File: src/rtl/pc_fetch_sequencer_pkg.sv
//============================================================================
// Module   : pc_fetch_sequencer_pkg
// Purpose  : Shared types and constants for the KGP-RISC fetch sequencer:
//            FSM state encoding, PC width and the default reset vector.
// Revision : 1.0  initial release
//============================================================================
`default_nettype none

package pc_fetch_sequencer_pkg;

  // PC/address width; tied to 32 because the add4 incrementer is 32 bits.
  localparam int unsigned PCSEQ_PC_W = 32;

  // First address fetched after reset.
  localparam logic [31:0] PCSEQ_RESET_VECTOR = 32'h0000_0000;

  // Fetch FSM encoding.
  typedef enum logic [1:0] {
    ST_IDLE   = 2'd0,
    ST_REQ    = 2'd1,
    ST_WAIT   = 2'd2,
    ST_HALTED = 2'd3
  } pcseq_state_e;

  // True when an address is not word aligned.
  function automatic logic is_misaligned(input logic [1:0] addr_lsb);
    return (addr_lsb != 2'b00);
  endfunction

endpackage

`default_nettype wire

File: src/rtl/add4.sv
//============================================================================
// Module   : add4
// Purpose  : 32-bit constant incrementer, out = inp + 4 (modulo 2^32).
// Revision : 1.0  initial release
//============================================================================
`default_nettype none

module add4 (
  input  logic [31:0] inp,
  output logic [31:0] out
);

  // Carry out of bit 31 is dropped so 32'hFFFF_FFFC wraps to zero.
  assign out = inp + 32'd4;

endmodule

`default_nettype wire

File: src/rtl/pc_fetch_sequencer.sv
//============================================================================
// Module   : pc_fetch_sequencer
// Purpose  : Owns the program counter and sequences instruction fetch over a
//            req/ack memory port, with redirect, stall and halt/resume.
// Options  : PCSEQ_ALIGN_CHECK_EN - adds misalign_trap; a redirect to a
//            non word-aligned target traps and halts instead of fetching.
// Revision : 1.0  initial release
//============================================================================
`default_nettype none

module pc_fetch_sequencer
  import pc_fetch_sequencer_pkg::*;
#(
  parameter int unsigned      PC_W         = PCSEQ_PC_W,
  parameter logic [PC_W-1:0]  RESET_VECTOR = PCSEQ_RESET_VECTOR
) (
  input  logic            clk,
  input  logic            rst_n,
  output logic            imem_req,
  output logic [PC_W-1:0] imem_addr,
  input  logic            imem_ack,
  output logic            instr_valid,
  output logic [PC_W-1:0] instr_pc,
  input  logic            stall,
  input  logic            redirect_valid,
  input  logic [PC_W-1:0] redirect_target,
  input  logic            halt,
  input  logic            resume,
  output logic            halted,
  output logic [PC_W-1:0] pc_plus4
`ifdef PCSEQ_ALIGN_CHECK_EN
  ,
  output logic            misalign_trap
`endif
);

  pcseq_state_e    state_q, state_d;
  logic [PC_W-1:0] pc_q, pc_d;
  logic            instr_valid_q, instr_valid_d;
  logic [PC_W-1:0] instr_pc_q, instr_pc_d;
  logic            redir_pend_q, redir_pend_d;
  logic [PC_W-1:0] redir_tgt_q, redir_tgt_d;
  logic            halt_pend_q, halt_pend_d;
`ifdef PCSEQ_ALIGN_CHECK_EN
  logic            trap_q, trap_d;
`endif

  // Redirect that takes effect on pc at the coming edge, and the word-discard flag.
  logic            apply_redir;
  logic [PC_W-1:0] apply_tgt;
  logic            discard;

  add4 u_add4 (
    .inp (pc_q),
    .out (pc_plus4)
  );

  assign imem_addr   = pc_q;
  assign instr_valid = instr_valid_q;
  assign instr_pc    = instr_pc_q;
  assign halted      = (state_q == ST_HALTED);
`ifdef PCSEQ_ALIGN_CHECK_EN
  assign misalign_trap = trap_q;
`endif

  // Next-state, pc update and request generation for the fetch FSM.
  always_comb begin
    state_d       = state_q;
    pc_d          = pc_q;
    instr_valid_d = 1'b0;
    instr_pc_d    = instr_pc_q;
    redir_pend_d  = redir_pend_q;
    redir_tgt_d   = redir_tgt_q;
    halt_pend_d   = halt_pend_q;
    imem_req      = 1'b0;
    apply_redir   = 1'b0;
    apply_tgt     = redirect_target;
    discard       = 1'b0;
`ifdef PCSEQ_ALIGN_CHECK_EN
    trap_d        = 1'b0;
`endif

    case (state_q)
      ST_IDLE: begin
        apply_redir = redirect_valid;
        state_d     = halt ? ST_HALTED : ST_REQ;
      end
      ST_REQ: begin
        // A redirect or halt here suppresses the fetch of the current pc.
        if (redirect_valid) begin
          apply_redir = 1'b1;
          if (halt) begin
            state_d = ST_HALTED;
          end
        end else if (halt) begin
          state_d = ST_HALTED;
        end else if (!stall) begin
          imem_req = 1'b1;
          state_d  = ST_WAIT;
        end
      end
      ST_WAIT: begin
        // Request is committed: hold it and remember redirect/halt for the ack.
        imem_req = 1'b1;
        if (redirect_valid) begin
          redir_pend_d = 1'b1;
          redir_tgt_d  = redirect_target;
        end
        if (halt) begin
          halt_pend_d = 1'b1;
        end
      end
      ST_HALTED: begin
        apply_redir = redirect_valid;
        if (resume && !halt) begin
          state_d = ST_IDLE;
        end
      end
      default: begin
        state_d = ST_IDLE;
      end
    endcase

    // Transfer completes in any cycle where the request is acknowledged.
    if (imem_req && imem_ack) begin
      discard       = redirect_valid || redir_pend_q;
      instr_valid_d = !discard;
      instr_pc_d    = pc_q;
      redir_pend_d  = 1'b0;
      halt_pend_d   = 1'b0;
      state_d       = (halt || halt_pend_q) ? ST_HALTED : ST_REQ;
      if (discard) begin
        apply_redir = 1'b1;
        apply_tgt   = redirect_valid ? redirect_target : redir_tgt_q;
      end else begin
        pc_d = pc_plus4;
      end
    end

    if (apply_redir) begin
      pc_d = apply_tgt;
`ifdef PCSEQ_ALIGN_CHECK_EN
      // Offending target stays in pc for debug; fetching stops.
      if (is_misaligned(apply_tgt[1:0])) begin
        trap_d  = 1'b1;
        state_d = ST_HALTED;
      end
`endif
    end
  end

  // State and datapath registers, asynchronously reset.
  always_ff @(posedge clk or negedge rst_n) begin
    if (!rst_n) begin
      state_q       <= ST_IDLE;
      pc_q          <= RESET_VECTOR;
      instr_valid_q <= 1'b0;
      instr_pc_q    <= '0;
      redir_pend_q  <= 1'b0;
      redir_tgt_q   <= '0;
      halt_pend_q   <= 1'b0;
`ifdef PCSEQ_ALIGN_CHECK_EN
      trap_q        <= 1'b0;
`endif
    end else begin
      state_q       <= state_d;
      pc_q          <= pc_d;
      instr_valid_q <= instr_valid_d;
      instr_pc_q    <= instr_pc_d;
      redir_pend_q  <= redir_pend_d;
      redir_tgt_q   <= redir_tgt_d;
      halt_pend_q   <= halt_pend_d;
`ifdef PCSEQ_ALIGN_CHECK_EN
      trap_q        <= trap_d;
`endif
    end
  end

endmodule

`default_nettype wire

File: config.mk
export PLATFORM = sky130hd
export DESIGN_NAME = pc_fetch_sequencer
export DESIGN_NICKNAME = d
export VERILOG_FILES = /design/src/rtl/pc_fetch_sequencer_pkg.sv /design/src/rtl/add4.sv /design/src/rtl/pc_fetch_sequencer.sv
export SDC_FILE = /design/constraint.sdc
export NUM_CORES = 1
export LEC_CHECK = 0
export ABC_AREA = 1
export BUFFER_PORTS_ARGS = -buffer_cell sky130_fd_sc_hd__buf_2
export CORE_ASPECT_RATIO = 0.9
export CORE_UTILIZATION = 45
export DETAILED_ROUTE_END_ITERATION = 10
export PLACE_DENSITY = 0.72
export REMOVE_ABC_BUFFERS = 1
export SETUP_SLACK_MARGIN = 0.4
export SYNTH_ARGS = -nofsm -noshare
export SYNTH_HDL_FRONTEND = slang
export SYNTH_HIERARCHICAL = 1
export SYNTH_SLANG_ARGS = --single-unit
File: constraint.sdc
create_clock -name clk -period 4.67 [get_ports clk]
set_clock_uncertainty 0.2 [all_clocks]
set_input_delay 0.2335 -clock clk [delete_from_list [all_inputs] [get_ports clk]]
set_output_delay 0.2335 -clock clk [all_outputs]
set_load 0.02 [all_outputs]
==> impl_metrics.yaml, run 1 <==
route:
  wl_per_cell_um: 13.7
  dr.pass1.iters: 5
  drc: 0
  drtIter0Drc: 638
  drtAntennaViolNets: 0
  routed_wl_mm: 18.4
  viasPerCell: 4.94
  routed-via-count: 6622
pwr:
  p_comb_frac: 0.512
  power.share.switching: 0.503
  seq_power_share: 0.340
  clockPowerShare: 0.148
  p_leak_nw: 4.49
  cellPowerDensity_nw_per_um2: 639
  peakVddDrop_mv: 0.283
  p_int_mw: 2.49
  p_sw_mw: 2.52
synth:
  synth_edf_count: 0
  ys_async_sr_fraction: 1.00
  synth_mux_area_frac: 0.00155
  synth_top_family_by_area: "simple AND/OR/NAND/NOR gates"
  synthSimpleGateAreaFrac: 0.444
  synth-seq-cells: 101
  synth_fa_ha_area_frac: 0.00966
  syn_inst: 1005
  synth_compound_area_frac: 0.0530
  synthFlopType: "dfrtp_1"
  syn_area_um2: 6470
  yosys.area_share.xor_xnor: 0.0215
  synth_warnings: 6
  syn-mean-instance-area_um2: 6.44
  yosysSeqAreaShare: 0.390
  synth_cell_type_count: 30
cells_and_area:
  antennaDiodeCount: 0
  fin_nets: 1187
  multiInputGateArea_um2: 3430
  drive_gt1_frac: 0.162
  fin_area_um2: 7850
  seqCellArea_um2: 2530
  fillers: 1436
  area_growth_pct: 21.2
clocking:
  path_clk_slew_ns: 0.08
  cts_max_path_buffers: 2
  cts_tree: "done"
  h-tree-depth: 3
  cts_root_buf: "clkbuf_16"
  clk_latency_ns: 0.37
  numCtsBuffers: 9
  cts_sinks: 101
status:
  status: "finished clean"
grt:
  grt_pass1_wl_mm: 30.0
  grt_max_degree: 67
  grt_use_met1: 0.385
  grt_overflow_total: 0
  met3_usage: 0.0531
  grtUsageMet2: 0.372
  antenna_found_initial: 0
  grt_pass1_vias: 5783
  grt_usage: 0.258
  grt_busiest_layer: "met1"
die:
  fp.dieH_um: 116
  io_pins: 138
  rows: 41
  design.core.area_um2: 14100
  die_area_um2: 14900
  start_util: 0.461
  die_width_um: 128
worst_setup_path:
  setup.worst_path.class: "flip-flop to flip-flop"
  startpoint_type: "flip-flop"
  critPathRequiredTime_ns: 4.78
  critPathArrivalTime_ns: 2.86
  path_max_fanout: 37
  end_kind: "flip-flop"
placed_design:
  placed_area_um2: 7220
  io_buffers: 137
  place_congestion: 0.901
  dp_hpwl_mm: 12.5
sta:
  slew_headroom: 0.256
  slew_viol_final: 0
  fmax_ghz: 0.364
  rsz0062_at_grt: "false"
  setup_tns_ns: 0
  hold_viol_final: 0
  setup_viol: 0
  finalCritPeriodShare: 0.589
  max_slew.worst_pin.slew_ns: 1.12
  final.min_clock_period_ns: 2.75
job:
  maxCapViolations: 0
min_path:
  hold_class: "input pin to flip-flop"
## per-stage QoR
stage	hold WS, ns	power, mW	std cells	setup slack (ns)	utilization
global placement	0.162	4.20	1291	2.02	0.514
floorplan	-0.262	3.33	951	1.42	-
detailed placement	0.160	4.24	1291	1.95	0.514
CTS	0.256	5.02	1341	1.94	0.558
global route	0.298	5.42	1341	1.69	0.558
finish	0.266	5.02	1341	1.92	0.558
## critical path: stages, from the launching register on
cell,delay (ns)
dfrtp_1,0.37
inv_1,0.10
ha_1,0.34
inv_1,0.05
buf_4,0.23
nand3_4,0.23
buf_4,0.41
nand2_2,0.15
inv_2,0.41
nand2_1,0.11
nand2_1,0.09
## path summary, 6_finish.rpt
check	depth (start not counted)	endpoint	startpoint	slack, ns
min in group asynchronous	2	instr_pc[18]$_DFFE_PN0P_	rst_n	0.28
max in group asynchronous	3	redir_tgt_q[11]$_DFFE_PN0N_	rst_n	2.91
max	10	imem_addr[4]$_DFFE_PN0P_	state_q[0]$_DFFE_PN0P_	1.92
max reg2reg	10	imem_addr[4]$_DFFE_PN0P_	state_q[0]$_DFFE_PN0P_	1.92
min reg2reg	2	instr_pc[15]$_DFFE_PN0P_	instr_pc[15]$_DFFE_PN0P_	0.28
min	6	state_q[0]$_DFFE_PN0P_	resume	0.27
## power by group through the flow
stage | sequential (mW) | combinational, mW | clock [mW]
global route | 1.77 | 2.86 | 0.791
global placement | 1.70 | 2.49 | 0
finish | 1.71 | 2.57 | 0.742
CTS | 1.70 | 2.56 | 0.760
floorplan | 1.95 | 1.37 | 0
detailed placement | 1.71 | 2.53 | 0
## logic make-up (layout without fill, tap and decap cells)
kind of cell,count (synthesis),in the layout
compound gates,68,68
xor+xnor,15,15
buf+inv,124,267
mux,1,1
fa+ha+maj,5,5
simple gates,691,691
flops,101,101
## synthesized netlist by cell type, types with 7 or more instances
cell type    n  area, µm²
dfrtp_1    101       2530
clkbuf_1    21       78.8
nand3_1     36        180
nand3b_1     7       52.6
buf_2       23        115
a21oi_1     35        175
o21ai_0     28        140
nand4_1     29        181
nor2_1      78        293
inv_1       68        255
nand2_1    519       1950
xor2_1       9       78.8
## routing by layer
metal	wire, µm	part of all wire
met4	378	0.021
met5	0	0
met3	1070	0.058
met2	7980	0.43
met1	8950	0.49
## flip-flops by register name (all words and copies together), names as in the netlist
register	flops
imem_addr	32
halt_pend_q	1
state_q	2
redir_pend_q	1
instr_pc	32
redir_tgt_q	32
instr_valid	1
## layout by cell type (no fill, tap or decap), types with 11 or more instances in the layout
master         count
nand2_1          519
dfrtp_1          101
nand4_1           29
dlygate4sd3_1     34
nand3_1           36
inv_1             67
buf_2            136
o21ai_0           28
buf_4             11
nor2_1            78
a21oi_1           35
## final cells by class
cell class | instances | area share
sequential | 101 | 0.322
tap | 193 | 0.0308
multi-input combinational | 780 | 0.437
timing repair buffer | 181 | 0.141
clock inverter | 6 | 0.00574
clock buffer | 10 | 0.0305
inverter | 70 | 0.0335
## what timing repair did
item / 4_1_cts / 5_1_grt
gates resized for setup: 0 / 0
hold endpoints to repair: 91 / 0
hold buffers: 34 / 0
setup buffers: 0 / 0
No activity file was read; power rests on OpenSTA's default activity.
==> inputs of run 2 (changes only) <==
--- a/config.mk
+++ b/config.mk
@@ -10,7 +10,7 @@
 export CORE_ASPECT_RATIO = 0.9
 export CORE_UTILIZATION = 45
 export DETAILED_ROUTE_END_ITERATION = 10
-export PLACE_DENSITY = 0.72
+export PLACE_DENSITY = 0.74
 export REMOVE_ABC_BUFFERS = 1
 export SETUP_SLACK_MARGIN = 0.4
 export SYNTH_ARGS = -nofsm -noshare
==> constraint.sdc (replaced) <==
create_clock -name clk -period 2.4 [get_ports clk]
set_clock_uncertainty 0.2 [all_clocks]
set_input_delay 0.12 -clock clk [delete_from_list [all_inputs] [get_ports clk]]
set_output_delay 0.12 -clock clk [all_outputs]
set_load 0.02 [all_outputs]
==> run 2 against run 1 <==
  * Combinational power rose to 2.7 times the previous value
  * Critical endpoint is now pc_plus4[20]
  * Routed wire length increased by 21%
  * Largest power group unchanged
  * Sequential share of layout area fell by 4.4 points
  * Highest routed layer unchanged
  * Largest cell class unchanged
==> impl_metrics.yaml, run 2 (synthesis gave the netlist of run 1 again) <==
status:
  status: "finished clean"
clocking:
  cts_max_path_buffers: 2
  cts_sinks: 101
  numCtsBuffers: 9
  cts_root_buf: "clkbuf_16"
  h-tree-depth: 3
  cts_tree: "done"
  path_clk_slew_ns: 0.07
  clk_latency_ns: 0.37
die:
  rows: 41
  start_util: 0.461
  design.core.area_um2: 14100
  io_pins: 138
  die_area_um2: 14900
  die_width_um: 128
  fp.dieH_um: 116
cells_and_area:
  fin_nets: 1263
  drive_gt1_frac: 0.286
  antennaDiodeCount: 0
  final_cell_mix: "nand2_1 (504), buf_2 (120), dfrtp_1 (73)"
  multiInputGateArea_um2: 3790
  layout.cells.most_common: "nand2_1"
  fin_cells: 1416
  fillers: 1180
  seqCellArea_um2: 2560
  area_growth_pct: 42.3
worst_setup_path:
  cp_cell_sequence: "ha_4, nand2_4, nor2_4, nand2_4, nor2_4, nand2_1, nand2_1, nand2_2, buf_6"
  setup.worst_path.class: "flip-flop to primary output"
  critPathMaxStageDelay_ns: 0.43
  end_kind: "primary output"
  path_max_fanout: 5
  critPathArrivalTime_ns: 1.87
  slowest_stage: "dfrtp_2"
  cp_top_family: "simple AND/OR/NAND/NOR gates"
  startpoint_type: "flip-flop"
  cp_num_buf_inv: 1
  critPathRequiredTime_ns: 2.08
grt:
  grt_max_degree: 48
  grt_pass1_vias: 6423
  grt_overflow_total: 0
  grt_pass1_wl_mm: 32.3
  grt_usage: 0.279
  antenna_found_initial: 0
placed_design:
  io_buffers: 137
  place_congestion: 0.929
  dp_cells: 1301
  dp_hpwl_mm: 13.0
  place_ws_ns: 0.232
job:
  maxCapViolations: 0
min_path:
  hold_class: "input pin to asynchronous set/reset pin"
pwr:
  p_leak_nw: 5.02
  p_comb_frac: 0.579
  peakVddDrop_mv: 0.674
  p_int_mw: 6.39
  cellPowerDensity_nw_per_um2: 1300
  clockPowerShare: 0.145
  seq_power_share: 0.276
  power.share.switching: 0.468
  p_sw_mw: 5.62
  p_total_mw: 12.0
route:
  routed-via-count: 7414
  dr.pass1.iters: 8
  drtIter0Drc: 820
  viasPerCell: 5.24
  wl_per_cell_um: 15.7
  drtAntennaViolNets: 0
  routed_wl_mm: 22.2
  drc: 0
sta:
  slew_headroom: 0.558
  setup_viol: 0
  whs_ns: 0.0746
  setup_tns_ns: 0
  fin_ws_ns: 0.213
  final.min_clock_period_ns: 2.19
  hold_viol_final: 0
  max_slew.worst_pin.slew_ns: 0.663
  finalCritPeriodShare: 0.911
  slew_viol_final: 0
  rsz0062_at_grt: "true"
  fmax_ghz: 0.457
run 2: cell types whose count changed in the layout (fill, tap and decap cells not counted), sizes merged:
cell / before / now
clkbuf: 10 / 16
bufbuf: 0 / 1
buf: 147 / 215
inv: 72 / 70
bufinv: 0 / 3
nand3: 37 / 39
clkinv: 4 / 1
run 2: power by group through the flow:
| stage | logic (mW) | clock network, mW | registers [mW] |
|---|---|---|---|
| final | 6.95 | 1.74 | 3.32 |
| after global routing | 7.51 | 1.81 | 3.40 |
| after CTS | 5.56 | 1.76 | 3.34 |
| after detailed placement | 5.01 | 0 | 3.34 |
| after global placement | 4.93 | 0 | 3.32 |
| after floorplan | 2.67 | 0 | 3.80 |
run 2: worst reg2reg max path, cell delays in order (launching register included):
cell and delay [ns]:
dfrtp_2 0.43, ha_4 0.18, nand2_4 0.06, nor2_4 0.12, nand2_4 0.12, nor2_4 0.16
nand2_1 0.09, nand2_1 0.11, nand2_2 0.08, nor2_1 0.11, a21oi_1 0.06, nand2_1 0.10
nand2_1 0.07
run 2: path summary, 6_finish.rpt:
| path | startpoint | to | slack (ns) | depth (start not counted) |
|---|---|---|---|---|
| setup / recovery | imem_addr[3]$_DFFE_PN0P_ | pc_plus4[20] | 0.21 | 9 |
| hold / removal | rst_n | instr_pc[22]$_DFFE_PN0P_ | 0.07 | 2 |
| setup reg to reg | imem_addr[3]$_DFFE_PN0P_ | imem_addr[20]$_DFFE_PN0P_ | 0.39 | 12 |
| hold reg to reg | instr_pc[3]$_DFFE_PN0P_ | instr_pc[3]$_DFFE_PN0P_ | 0.27 | 2 |
| max in group asynchronous | rst_n | state_q[1]$_DFFE_PN0P_ | 1.26 | 3 |
| min in group clk | imem_ack | imem_addr[16]$_DFFE_PN0P_ | 0.13 | 5 |
run 2: layer usage:
metal	vias up	share of wire	global-route usage
met3	70	0.086	0.0669
li1	3526	-	-
met1	3434	0.41	0.374
met5	-	0	0
met2	384	0.47	0.439
met4	0	0.033	0.102
run 2: what timing repair did:
action                                 in CTS  in global routing
gates cloned                                2                  7
hold buffers                               34                  0
pin swaps                                  11                 30
setup buffers                              13                 44
endpoints found under the hold margin     104                  0
gates resized for setup                    58                 97
setup endpoints to repair                  88                 82
run 2: area by class of cell:
| cell class | instances | share of cell area |
|---|---|---|
| multi-input combinational | 782 | 0.411 |
| clock inverter | 4 | 0.0103 |
| inverter | 70 | 0.0304 |
| timing repair buffer | 255 | 0.216 |
| tap | 193 | 0.0262 |
| clock buffer | 11 | 0.0274 |
| sequential | 101 | 0.278 |
run 2: per-stage QoR:
step,util,area (µm²)
3_5_place_dp,0.523,7350
4_1_cts,0.596,8380
3_3_place_gp,0.523,7350
5_1_grt,0.655,9210
6_report,0.655,9210
2_1_floorplan,-,6220
==> inputs of run 3 (changes only) <==
==> constraint.sdc (replaced) <==
create_clock -name clk -period 2.4 [get_ports clk]
set_clock_uncertainty 0.2 [all_clocks]
set_input_delay 0.12 -clock clk [delete_from_list [all_inputs] [get_ports clk]]
set_output_delay 0.12 -clock clk [all_outputs]
set_load 0.01 [all_outputs]
==> run 3 against run 2 <==
  * Utilization decreased by 2.4 points
  * Die area unchanged
  * Sequential cell count is the same
  * First-iteration DRC count down 7.8%
  * Routed wire length fell by 6.7%
==> impl_metrics.yaml, run 3 (synthesis gave the netlist of run 1 again) <==
worst_setup_path:
  slowest_stage: "dfrtp_2"
  path_depth: 7
  rr_endpoint: "imem_addr[15]$_DFFE_PN0P_"
  startpoint_type: "flip-flop"
  end_kind: "primary output"
  ff2ff_setup_slack_ns: 0.43
  r2r_cells: 10
  setup.worst_path.class: "flip-flop to primary output"
  cp_cell_sequence: "inv_1, nor2_8, nand3b_1, nor2_1, nand2_1, nand2_2, buf_6"
  path_max_fanout: 4
  cp_top_family: "simple AND/OR/NAND/NOR gates"
  critPathMaxStageDelay_ns: 0.41
  critPathArrivalTime_ns: 1.77
  cp_num_buf_inv: 2
  critPathRequiredTime_ns: 2.08
  r2r_start: "state_q[0]$_DFFE_PN0P_"
sta:
  max_slew.worst_pin.slew_ns: 0.622
  setup_viol: 0
  setup_tns_ns: 0
  hold_viol_final: 0
  final.min_clock_period_ns: 2.09
  slew_headroom: 0.585
  fmax_ghz: 0.478
  finalCritPeriodShare: 0.871
  slew_viol_final: 0
  whs_ns: 0.0789
  rsz0062_at_grt: "true"
cells_and_area:
  seqCellArea_um2: 2550
  antennaDiodeCount: 0
  area_growth_pct: 37.1
  final_cell_mix: "nand2_1 (499), buf_2 (127), dfrtp_1 (79)"
  fin_nets: 1248
  fillers: 1291
  multiInputGateArea_um2: 3750
  layout.cells.most_common: "nand2_1"
  drive_gt1_frac: 0.269
pwr:
  p_int_mw: 5.80
  clockPowerShare: 0.142
  power.share.switching: 0.449
  seq_power_share: 0.313
  p_comb_frac: 0.545
  peakVddDrop_mv: 0.515
  p_leak_nw: 4.86
  cellPowerDensity_nw_per_um2: 1190
  p_sw_mw: 4.73
die:
  start_util: 0.461
  rows: 41
  io_pins: 138
  die_width_um: 128
  die_area_um2: 14900
  fp.dieH_um: 116
  design.core.area_um2: 14100
grt:
  grt_usage: 0.278
  grt_max_degree: 46
  grt_busiest_layer: "met2"
  grt_pass1_vias: 6313
  antenna_found_initial: 0
  grtUsageMet2: 0.436
  met3_usage: 0.0508
  grt_pass1_wl_mm: 32.1
  grt_use_met1: 0.386
  grt_overflow_total: 0
placed_design:
  io_buffers: 137
  place_congestion: 0.875
  dp_hpwl_mm: 13.1
clocking:
  cts_root_buf: "clkbuf_16"
  clk_latency_ns: 0.36
  cts_sinks: 101
  cts_max_path_buffers: 2
  h-tree-depth: 3
  path_clk_slew_ns: 0.07
  cts_tree: "done"
  numCtsBuffers: 9
route:
  wl_per_cell_um: 14.8
  drc: 0
  routed-via-count: 7111
  routed_wl_mm: 20.7
  viasPerCell: 5.08
  dr.pass1.iters: 5
  drtAntennaViolNets: 0
  drtIter0Drc: 756
status:
  status: "finished clean"
job:
  maxCapViolations: 0
min_path:
  hold_class: "input pin to asynchronous set/reset pin"
## run 3: cell types whose count changed in the layout (fill, tap and decap cells not counted), sizes merged
| cell | previous run | this run |
|---|---|---|
| buf | 215 | 205 |
| clkbuf | 16 | 13 |
| bufinv | 3 | 1 |
| bufbuf | 1 | 0 |
| nand3 | 39 | 38 |
## run 3: power groups by stage
| stage | Clock [mW] | Sequential (mW) | Combinational (mW) |
|---|---|---|---|
| floorplan | 0 | 3.39 | 2.45 |
| global placement | 0 | 3.30 | 4.31 |
| detailed placement | 0 | 3.32 | 4.38 |
| CTS | 1.51 | 3.30 | 5.10 |
| global route | 1.58 | 3.39 | 6.30 |
| finish | 1.50 | 3.29 | 5.74 |
## run 3: timing repair
item | 4_1_cts | 5_1_grt
buffers inserted | 22 | 24
gates resized for setup | 71 | 58
endpoints found under the hold margin | 143 | 0
hold buffers | 34 | 0
cloned | 2 | 2
endpoints found under the setup margin | 83 | 68
pin swaps | 20 | 36
## run 3: layout make-up
type	count	share of cell area
Tap cell	193	0.0272
Clock inverter	2	0.00395
Sequential cell	101	0.288
Timing Repair Buffer	241	0.200
Inverter	70	0.0302
Clock buffer	11	0.0285
Multi-Input combinational cell	781	0.423
## run 3: worst max-delay path by stage
stage	startpoint	endpoint	slack [ns]
2_1_floorplan	state_q[0]$_DFFE_PN0P_	state_q[1]$_DFFE_PN0P_	-0.85
3_3_place_gp	state_q[1]$_DFFE_PN0P_	imem_addr[21]$_DFFE_PN0P_	0.35
3_5_place_dp	state_q[1]$_DFFE_PN0P_	imem_addr[8]$_DFFE_PN0P_	0.26
4_1_cts	imem_addr[3]$_DFFE_PN0P_	pc_plus4[13]	0.29
5_1_grt	imem_addr[3]$_DFFE_PN0P_	pc_plus4[22]	0.22
6_report	imem_addr[2]$_DFFE_PN0P_	pc_plus4[19]	0.31
## run 3: through the flow
step	util	power, mW	cell area, µm²	setup WS [ns]	cells
after global routing	0.632	11.3	8880	0.221	1399
after floorplan	-	5.84	6220	-0.846	951
after detailed placement	0.523	7.70	7350	0.256	1302
after global placement	0.523	7.61	7350	0.350	1302
final	0.632	10.5	8880	0.309	1399
after CTS	0.601	9.91	8440	0.286	1373
## run 3: worst register-to-register path: stages, from the launching register on
cell and delay, ns:
dfrtp_1 0.40, buf_6 0.12, ha_4 0.17, nand3_4 0.12, nand2_8 0.12, nand3_4 0.18, buf_6 0.19, nand2_1 0.05
nand3_1 0.15, nand2_1 0.12, nand2_1 0.05
## run 3: per-layer routing
layer,routed length [µm],vias up,part of all wire
met5,0,-,0
met4,440,0,0.021
met3,1480,34,0.072
met2,9830,306,0.47
met1,8960,3282,0.43
li1,-,3489,-
